`config.mk`:
```
export PLATFORM = sky130hd
export DESIGN_NAME = controle_display
export DESIGN_NICKNAME = d
export VERILOG_FILES = /design/src/rtl/controle_display.sv
export SDC_FILE = /design/constraint.sdc
export NUM_CORES = 1
export LEC_CHECK = 0
export ABC_AREA = 0
export CORE_MARGIN = 2
export CORE_UTILIZATION = 61
export CTS_BUF_LIST = sky130_fd_sc_hd__clkbuf_8
export DETAILED_ROUTE_END_ITERATION = 16
export PLACE_DENSITY = 0.95
export SYNTH_ARGS = -nofsm -noshare
export SYNTH_HDL_FRONTEND = slang
export SYNTH_SLANG_ARGS = --single-unit
```
`constraint.sdc`:
```
create_clock -name clock -period 2.57 [get_ports clock]
set_input_delay 0.514 -clock clock [delete_from_list [all_inputs] [get_ports clock]]
set_output_delay 0.514 -clock clock [all_outputs]
set_load 0.05 [all_outputs]
```
`src/rtl/controle_display.sv`:
```
// Sequential double-dabble binary-to-BCD converter that drives the seven-segment display bank.
// Result appears LARGURA+1 cycles after capture; carregar is ignored while busy, and 4'hF marks a dark digit.
module controle_display #(
  parameter int LARGURA = 16,
  parameter int DIGITOS = 5
) (
  input  logic                   clock,
  input  logic                   reset_n,
  input  logic [LARGURA-1:0]     valor,
  input  logic                   carregar,
  input  logic                   apagar_zeros,
  output logic [4*DIGITOS-1:0]   bcd_saida,
  output logic                   ocupado,
  output logic                   pronto
);

  localparam int CW = $clog2(LARGURA + 1);
  localparam int AW = 4 * DIGITOS;

  typedef enum logic [1:0] {
    OCIOSO,
    CONVERTE,
    FINAL
  } estado_t;

  estado_t           estado;
  logic [LARGURA-1:0] desloc;
  logic [AW-1:0]     acum;
  logic [AW-1:0]     acum_aj;
  logic [AW-1:0]     acum_apag;
  logic [CW-1:0]     cont;
  logic              apag_reg;
  logic              lider;

  // Add-3 correction applied to every digit before the shift.
  always_comb begin
    acum_aj = acum;
    for (int i = 0; i < DIGITOS; i++) begin
      if (acum[4*i +: 4] >= 4'd5) begin
        acum_aj[4*i +: 4] = acum[4*i +: 4] + 4'd3;
      end
    end
  end

  // Leading-zero blanking; digit 0 always stays visible so zero shows as "0".
  always_comb begin
    acum_apag = acum;
    lider     = apag_reg;
    for (int i = DIGITOS - 1; i >= 1; i--) begin
      if (lider && (acum[4*i +: 4] == 4'd0)) begin
        acum_apag[4*i +: 4] = 4'hF;
      end else begin
        lider = 1'b0;
      end
    end
  end

  always_ff @(posedge clock or negedge reset_n) begin
    if (!reset_n) begin
      estado    <= OCIOSO;
      desloc    <= '0;
      acum      <= '0;
      cont      <= '0;
      apag_reg  <= 1'b0;
      bcd_saida <= '1;
      ocupado   <= 1'b0;
      pronto    <= 1'b0;
    end else begin
      pronto <= 1'b0;
      case (estado)
        OCIOSO: begin
          if (carregar) begin
            desloc   <= valor;
            acum     <= '0;
            cont     <= CW'(LARGURA);
            apag_reg <= apagar_zeros;
            ocupado  <= 1'b1;
            estado   <= CONVERTE;
          end
        end
        CONVERTE: begin
          acum   <= {acum_aj[AW-2:0], desloc[LARGURA-1]};
          desloc <= {desloc[LARGURA-2:0], 1'b0};
          cont   <= cont - CW'(1);
          if (cont == CW'(1)) begin
            estado <= FINAL;
          end
        end
        FINAL: begin
          bcd_saida <= acum_apag;
          pronto    <= 1'b1;
          ocupado   <= 1'b0;
          estado    <= OCIOSO;
        end
        default: begin
          estado  <= OCIOSO;
          ocupado <= 1'b0;
        end
      endcase
    end
  end

endmodule

```
# Yosys cells after proc, flatten, opt, wreduce, memory -nomap -nowiden
# Index checks and enable logic that the tools add are counted.
# word_totals
out_inout_bits	22
inputBits	20
register_bits	66
elab_cells	63
# op_classes
magnitude_cmp	5
bitwise_logic	1
n_addsub	6
n_eq_ne	5
mux	24
reduce_logical	14
# op_table
cell	count
$pmux 20 s2	1
$mux 4	8
$pmux 16 s2	1
$ge 4x3->1 const B	5
$mux 20	1
$add 4x2->4 const B	4
$logic_not 4->1	4
$mux 16	1
$pmux 5 s2	1
$reduce_and 2->1	4
$eq 5x1->1 const B	1
$mux 1	5
$mux 5	1
$sub 5x1->5 const B	1
$logic_and 1x1->1	4
$mux 2	2
$ne 2x2->1 const B	2
$pmux 2 s2	1
$add 3x2->3 const B	1
$mux 3	1
$eq 2x1->1 const B	1
$eq 2x2->1 const B	1
$logic_not 2->1	1
$pmux 1 s2	1
other kinds (2)	2

# Logic depth before layout (Yosys ltp)
# Gate-level depths: netlist of the first run.
# logic_depth
depth_word	9
mapped_depth	6
ltp_nobuf	6

# Least setup slack after synthesis of the first run
# No wires, ideal clock.
# synth_timing
path_type	reg2reg
start	register acum[8]
end	register acum[10]
required_time_ns	2.487
setup_ns	0.083
path_stages_with_launch	7
synth_period_minus_slack_ns	1.557
path_buffers	0
arrival_ns	1.474
setup_slack_ns	1.013
cell_sequence	dfrtp_1 inv_1 ha_1 nand2b_1 a21oi_1 mux2_2 o21ai_0
# synth_via
elab_chain_len	3
elab_cells_between_ends	4
classes_between	add/sub: 1; order compare: 1; mux: 2
# synth_rtl
item	line	rtl
start: declaration	28	logic [AW-1:0] acum;
start signal: assignment	82	acum <= {acum_aj[AW-2:0], desloc[LARGURA-1]};
$add 4x2->4 or $ge 4x3->1 (tied branches)	40, 39	
$mux 4 *	39	if (acum[4*i +: 4] >= 4'd5) begin
$pmux 20 s2 *	70	case (estado)
# Every way passes the cells marked *; elsewhere a longest branch is shown, timed or not.
# A chain may end at the register's enable or synchronous reset.

# Worst setup path in the final report of the first run
# layout_timing
start	register bcd_saida[15]
end	output bcd_saida[15]
# layout_rtl
item	line	rtl
start: declaration	12	output logic [4*DIGITOS-1:0] bcd_saida,
start signal: assignment	90	bcd_saida <= acum_apag;
# No word-level cell between the ends.

==> impl_metrics.toml, run 1 <==
[die]
rows = 26
dieHeight_microns = 75.9
dieArea_sq_um = 5750
initial_core_util_pct = 62.5
die_x_microns = 75.9
ios = 42
core-area_sq_um = 5040

[placed_design]
hpwl_mm = 4.28
portBuffers = 41
place_inst = 394
gp_congestion = 0.797
placed_area_sq_um = 3650

[sta]
grt_setup_unrepaired = "false"
slew_headroom_pct = 56.2
fin_tns_setup_ns = 0
fin_crit_ns = 2.21
setup_violations = 0
fmax_mhz = 452
finalMaxSlewViolations = 0
hold_slack_ns = 0.169
skew_ns = 0.00217
finalHoldViolCount = 0
tightest_slew_ns = 0.657
post-route-period-util_pct = 86.1

[logic_synthesis]
synth_top_flop_cell = "dfrtp_1"
syn_nets = 327
async_flop_share_pct = 100
seq_area_frac_synth_pct = 53.2
synthDistinctLibCells = 37
yosysWarnings = 0
synth_edf_count = 0
synth_top_area_share_pct = 36.6
synthTopCellsByArea = "dfrtp_1 (37%), dfstp_2 (17%), ha_1 (6.4%), nand2_1 (5.1%), a22oi_1 (3.6%)"
avgSynthCellArea_sq_um = 10.8
ys_seq_elements = 66
synth_top_cell_by_area = "dfrtp_1"
synthCells = 291
netlist_area_sq_um = 3150

[final_layout]
final_net_count = 371
antenna_cells = 0
mostFrequentLayoutCells = "dfrtp_1 (46), nand2_1 (43), clkdlybuf4s50_1 (40)"
drive_gt1_share_pct = 17.1
final_area_sq_um = 3830
final_cells = 410
syn2layout_area_growth_pct = 21.8
top_regs = "acum (20), bcd_saida (20), desloc (16)"
fillCellCount = 338
layout_commonest_cell = "dfrtp_1"

[pwr]
powerDensity_nw_per_um2 = 1410
netSwitchingPower_mw = 2.32
seqPwrFrac_pct = 37.3
power_leakage_nw = 1.65
pwr-share-comb_pct = 47.2
p_int_mw = 3.07
clockPowerShare_pct = 15.5
max-vdd-ir-drop_mv = 0.774
sw_frac_of_total_pct = 43.1

[global_routing]
grt_max_degree = 42
antenna_found_initial = 0
first_global_vias = 2270
grt_use_total_pct = 24.3
overflow = 0
grt_first_pass_wirelength_mm = 10.3

[min_path]
min_path_type = "in -> async"

[cts]
post_cts_buffers = 0
cts_tree = "done"
htree_levels = 3
ctsHoldBuffers = 0
clockRootBuffer = "clkbuf_8"
cts-buffers-inserted = 9
clk_latency_ns = 0.34
clockBufferDepth = 2
cts.clk_slew.worst_paths_ns = 0.07
post_cts_resized = 0
cts.sinks = 66

[critical_path]
cp_data_required_time_ns = 2.06
critPathTopFamily = "buffers and inverters"
crit_chain = "clkdlybuf4s50_1"
reg2reg_to = "acum[6]$_DFFE_PN0P_"
critPathBufInv = 1
r2r_cells = 6
cpPeakStageDelay_ns = 0.81
r2r_start = "acum[4]$_DFFE_PN0P_"
rrSetupSlack_ns = 0.65
end_kind = "output port"
cpMaxStageDelayCell = "clkdlybuf4s50_1"
crit_path_max_fanout = 2
critPathArrivalTime_ns = 1.70
start_kind = "register"
crit_type = "reg -> out"

[outcome]
status = "finished clean"

[job]
max_cap_viol_count = 0

[route]
post_drt_wl_per_cell_microns = 15.3
drt_first_pass_iters = 4
antenna_left = 0
viasPerCell = 5.83
routed_wl_mm = 6.26
drtIter0Drc = 138
route.detailed.drc = 0
vias = 2389
## area by class of cell
cell class              instances  area [sq um]  area share, %
clock inverters                 7          61.3           1.60
multi-input cells             196          1360           35.5
well taps                      70          87.6           2.28
inverters                      14          52.6           1.37
repair buffers                 48           470           12.3
flip-flops and latches         66          1680           43.7
clock buffers                   9           124           3.23
## cell usage after synthesis (6+ instances only)
master / number
a22oi_1: 15
dfstp_2: 20
nand2b_1: 6
nand3_1: 16
ha_1: 16
o31ai_1: 11
nor2_1: 10
inv_1: 14
buf_2: 9
o21ai_0: 17
o22a_1: 12
nand2_1: 43
a21oi_1: 10
mux2_2: 7
dfrtp_1: 46
## power by group through the flow
stage	sequential [mW]	clock (mW)	combinational [mW]
after detailed placement	2.03	0	2.52
after global routing	2.08	0.887	2.78
final	2.01	0.834	2.54
after floorplan	2.50	0	1.34
after CTS	2.01	0.843	2.56
after global placement	2.00	0	2.41
## metrics by stage
step                      utilization [%]  total power, mW  setup slack (ns)
after floorplan                         -             3.84              1.01
after global placement               72.4             4.41             0.419
after detailed placement             72.4             4.55             0.412
after CTS                            76.1             5.41             0.341
after global routing                 76.1             5.75             0.321
final                                76.1             5.39             0.357
## worst max-delay path by stage
stage                                    from              endpoint  slack (ns)  depth (start not counted)
CTS                 bcd_saida[15]$_DFFE_PN1P_         bcd_saida[15]        0.34                          1
global placement                     carregar   acum[3]$_DFFE_PN0P_        0.42                          5
global route        bcd_saida[11]$_DFFE_PN1P_         bcd_saida[11]        0.32                          1
floorplan                 acum[8]$_DFFE_PN0P_  acum[10]$_DFFE_PN0P_        1.01                          6
finish              bcd_saida[15]$_DFFE_PN1P_         bcd_saida[15]        0.36                          1
detailed placement                   carregar  acum[19]$_DFFE_PN0P_        0.41                          5
## logic make-up after synthesis
logic type	Yosys count	share of synthesized area, %
xor+xnor	6	1.67
flops	66	53.2
mux	9	3.14
compound gates	75	17.4
fa+ha+maj	16	6.36
simple gates	90	14.4
buf+inv	29	3.81
## metal layers
| layer | wire length, microns | track usage (%) | share of wire (%) | vias to the layer above |
|---|---|---|---|---|
| li1 | - | - | - | 1129 |
| met1 | 2660 | 30.3 | 42 | 1182 |
| met2 | 3200 | 39.7 | 51 | 67 |
| met3 | 317 | 5.95 | 5.1 | 11 |
| met4 | 89 | 11.5 | 1.4 | 0 |
| met5 | 0 | 0 | 0 | - |
(Power assumes the default switching activity.)
==> run 2: changes to the inputs <==
--- a/config.mk
+++ b/config.mk
@@ -7,10 +7,10 @@
 export LEC_CHECK = 0
 export ABC_AREA = 0
 export CORE_MARGIN = 2
-export CORE_UTILIZATION = 61
+export CORE_UTILIZATION = 57
 export CTS_BUF_LIST = sky130_fd_sc_hd__clkbuf_8
 export DETAILED_ROUTE_END_ITERATION = 16
-export PLACE_DENSITY = 0.95
+export PLACE_DENSITY = 0.91
 export SYNTH_ARGS = -nofsm -noshare
 export SYNTH_HDL_FRONTEND = slang
 export SYNTH_SLANG_ARGS = --single-unit
==> constraint.sdc (replaced) <==
create_clock -name clock -period 2.44 [get_ports clock]
set_input_delay 0.488 -clock clock [delete_from_list [all_inputs] [get_ports clock]]
set_output_delay 0.488 -clock clock [all_outputs]
set_load 0.05 [all_outputs]
==> run 2 against run 1 <==
  * Critical path depth unchanged
  * Combinational power rose by 5%
  * Via count decreased by 1.3%
  * Clock skew is 0.0057 ns higher
  * Sequential power grew 5%
  * First-iteration DRC count grew 28%
==> impl_metrics.toml, run 2 (synthesis results as in run 1) <==
[outcome]
status = "finished clean"

[final_layout]
antenna_cells = 0
top_regs = "acum (20), bcd_saida (20), desloc (16)"
drive_gt1_share_pct = 17.5
layout_commonest_cell = "dfrtp_1"
final_net_count = 373
mostFrequentLayoutCells = "dfrtp_1 (46), nand2_1 (43), clkdlybuf4s50_1 (40)"
final_cells = 414
syn2layout_area_growth_pct = 22.6

[critical_path]
cp_data_required_time_ns = 1.95
crit_path_max_fanout = 2
cpPeakStageDelay_ns = 0.81
crit_chain = "clkdlybuf4s50_1"
end_kind = "output port"
critPathTopFamily = "buffers and inverters"
cpMaxStageDelayCell = "clkdlybuf4s50_1"
start_kind = "register"
crit_type = "reg -> out"
critPathBufInv = 1
critPathArrivalTime_ns = 1.68

[route]
routed_wl_mm = 6.19
drtIter0Drc = 177
wl_met2_mm = 3.23
m1WireLength_mm = 2.62
viasPerCell = 5.70
route.detailed.drc = 0
antenna_left = 0
drt_first_pass_iters = 4
topRoutingLayerUsed = "met4"
post_drt_wl_per_cell_microns = 15.0
met3_wirelength_microns = 246
vias = 2358

[job]
max_cap_viol_count = 0

[cts]
clockBufferDepth = 2
ctsHoldBuffers = 0
cts_tree = "done"
clockRootBuffer = "clkbuf_8"
cts.clk_slew.worst_paths_ns = 0.07
post_cts_buffers = 0
htree_levels = 3
cts.sinks = 66
clk_latency_ns = 0.34
post_cts_resized = 0
cts-buffers-inserted = 9

[die]
initial_core_util_pct = 58.3
die_x_microns = 78.3
rows = 27
ios = 42
dieHeight_microns = 78.3
core-area_sq_um = 5410
dieArea_sq_um = 6140

[pwr]
netSwitchingPower_mw = 2.41
max-vdd-ir-drop_mv = 0.724
pwr-share-comb_pct = 47.0
powerDensity_nw_per_um2 = 1470
power_leakage_nw = 1.67
sw_frac_of_total_pct = 42.4
clockPowerShare_pct = 15.9
p_int_mw = 3.27
seqPwrFrac_pct = 37.2

[sta]
skew_ns = 0.00784
slew_headroom_pct = 57.7
finalHoldViolCount = 0
fin_crit_ns = 2.17
grt_setup_unrepaired = "false"
fmax_mhz = 461
tightest_slew_ns = 0.632
setup_violations = 0
fin_tns_setup_ns = 0
post-route-period-util_pct = 88.9
finalMaxSlewViolations = 0

[placed_design]
gp_congestion = 0.816
hpwl_mm = 4.22
portBuffers = 41
place_inst = 398

[global_routing]
first_global_vias = 2373
grt_max_degree = 46
grt_first_pass_wirelength_mm = 10.8
grt_use_total_pct = 22.8
antenna_found_initial = 0
overflow = 0

[min_path]
min_path_type = "in -> async"
-- run 2: cell types whose count changed in the layout (fill, tap and decap cells not counted) --
cell,delta
clkinvlp_4,-1
clkbuf_8,+1
clkinv_4,+1
buf_4,+2
clkinv_2,-1
-- run 2: worst paths after layout --
path	cells past startpoint	slack (ns)	startpoint	to
max	1	0.27	bcd_saida[0]$_DFFE_PN1P_	bcd_saida[0]
min	1	0.11	reset_n	acum[8]$_DFFE_PN0P_
min reg2reg	2	0.48	desloc[15]$_DFFE_PN0P_	desloc[15]$_DFFE_PN0P_
min in group clock	2	0.48	desloc[15]$_DFFE_PN0P_	desloc[15]$_DFFE_PN0P_
max reg2reg	6	0.60	acum[8]$_DFFE_PN0P_	acum[10]$_DFFE_PN0P_
max in group asynchronous	2	1.67	reset_n	bcd_saida[2]$_DFFE_PN1P_
-- run 2: metrics by stage --
stage	setup WS [ns]	total power, mW	cell area, sq um	util, %	hold slack, ns
3_3_place_gp	0.450	4.65	3670	67.8	0.460
3_5_place_dp	0.424	4.79	3670	67.8	0.463
5_1_grt	0.233	6.08	3860	71.5	0.138
4_1_cts	0.255	5.72	3860	71.5	0.122
6_report	0.270	5.68	3860	71.5	0.108
2_1_floorplan	0.883	4.04	3150	-	0.192
-- run 2: power groups by stage --
stage / Sequential [mW] / Clock, mW / Combinational (mW)
2_1_floorplan: 2.63 / 0 / 1.41
3_5_place_dp: 2.13 / 0 / 2.66
5_1_grt: 2.19 / 0.963 / 2.93
3_3_place_gp: 2.10 / 0 / 2.55
4_1_cts: 2.11 / 0.914 / 2.70
6_report: 2.11 / 0.900 / 2.67
-- run 2: layout make-up --
cell class | count | area [sq um]
multi-input combinational | 196 | 1360
tap | 72 | 90.1
inverter | 14 | 52.6
fill | 390 | 1540
clock buffer | 10 | 138
timing repair buffer | 50 | 485
sequential | 66 | 1680
clock inverter | 6 | 57.6
-- run 2: layer usage --
| layer | global-route usage [%] | up-vias |
|---|---|---|
| met5 | 0 | - |
| met4 | 10.5 | 0 |
| met3 | 5.40 | 9 |
| met2 | 39.6 | 55 |
| met1 | 26.8 | 1165 |
| li1 | - | 1129 |
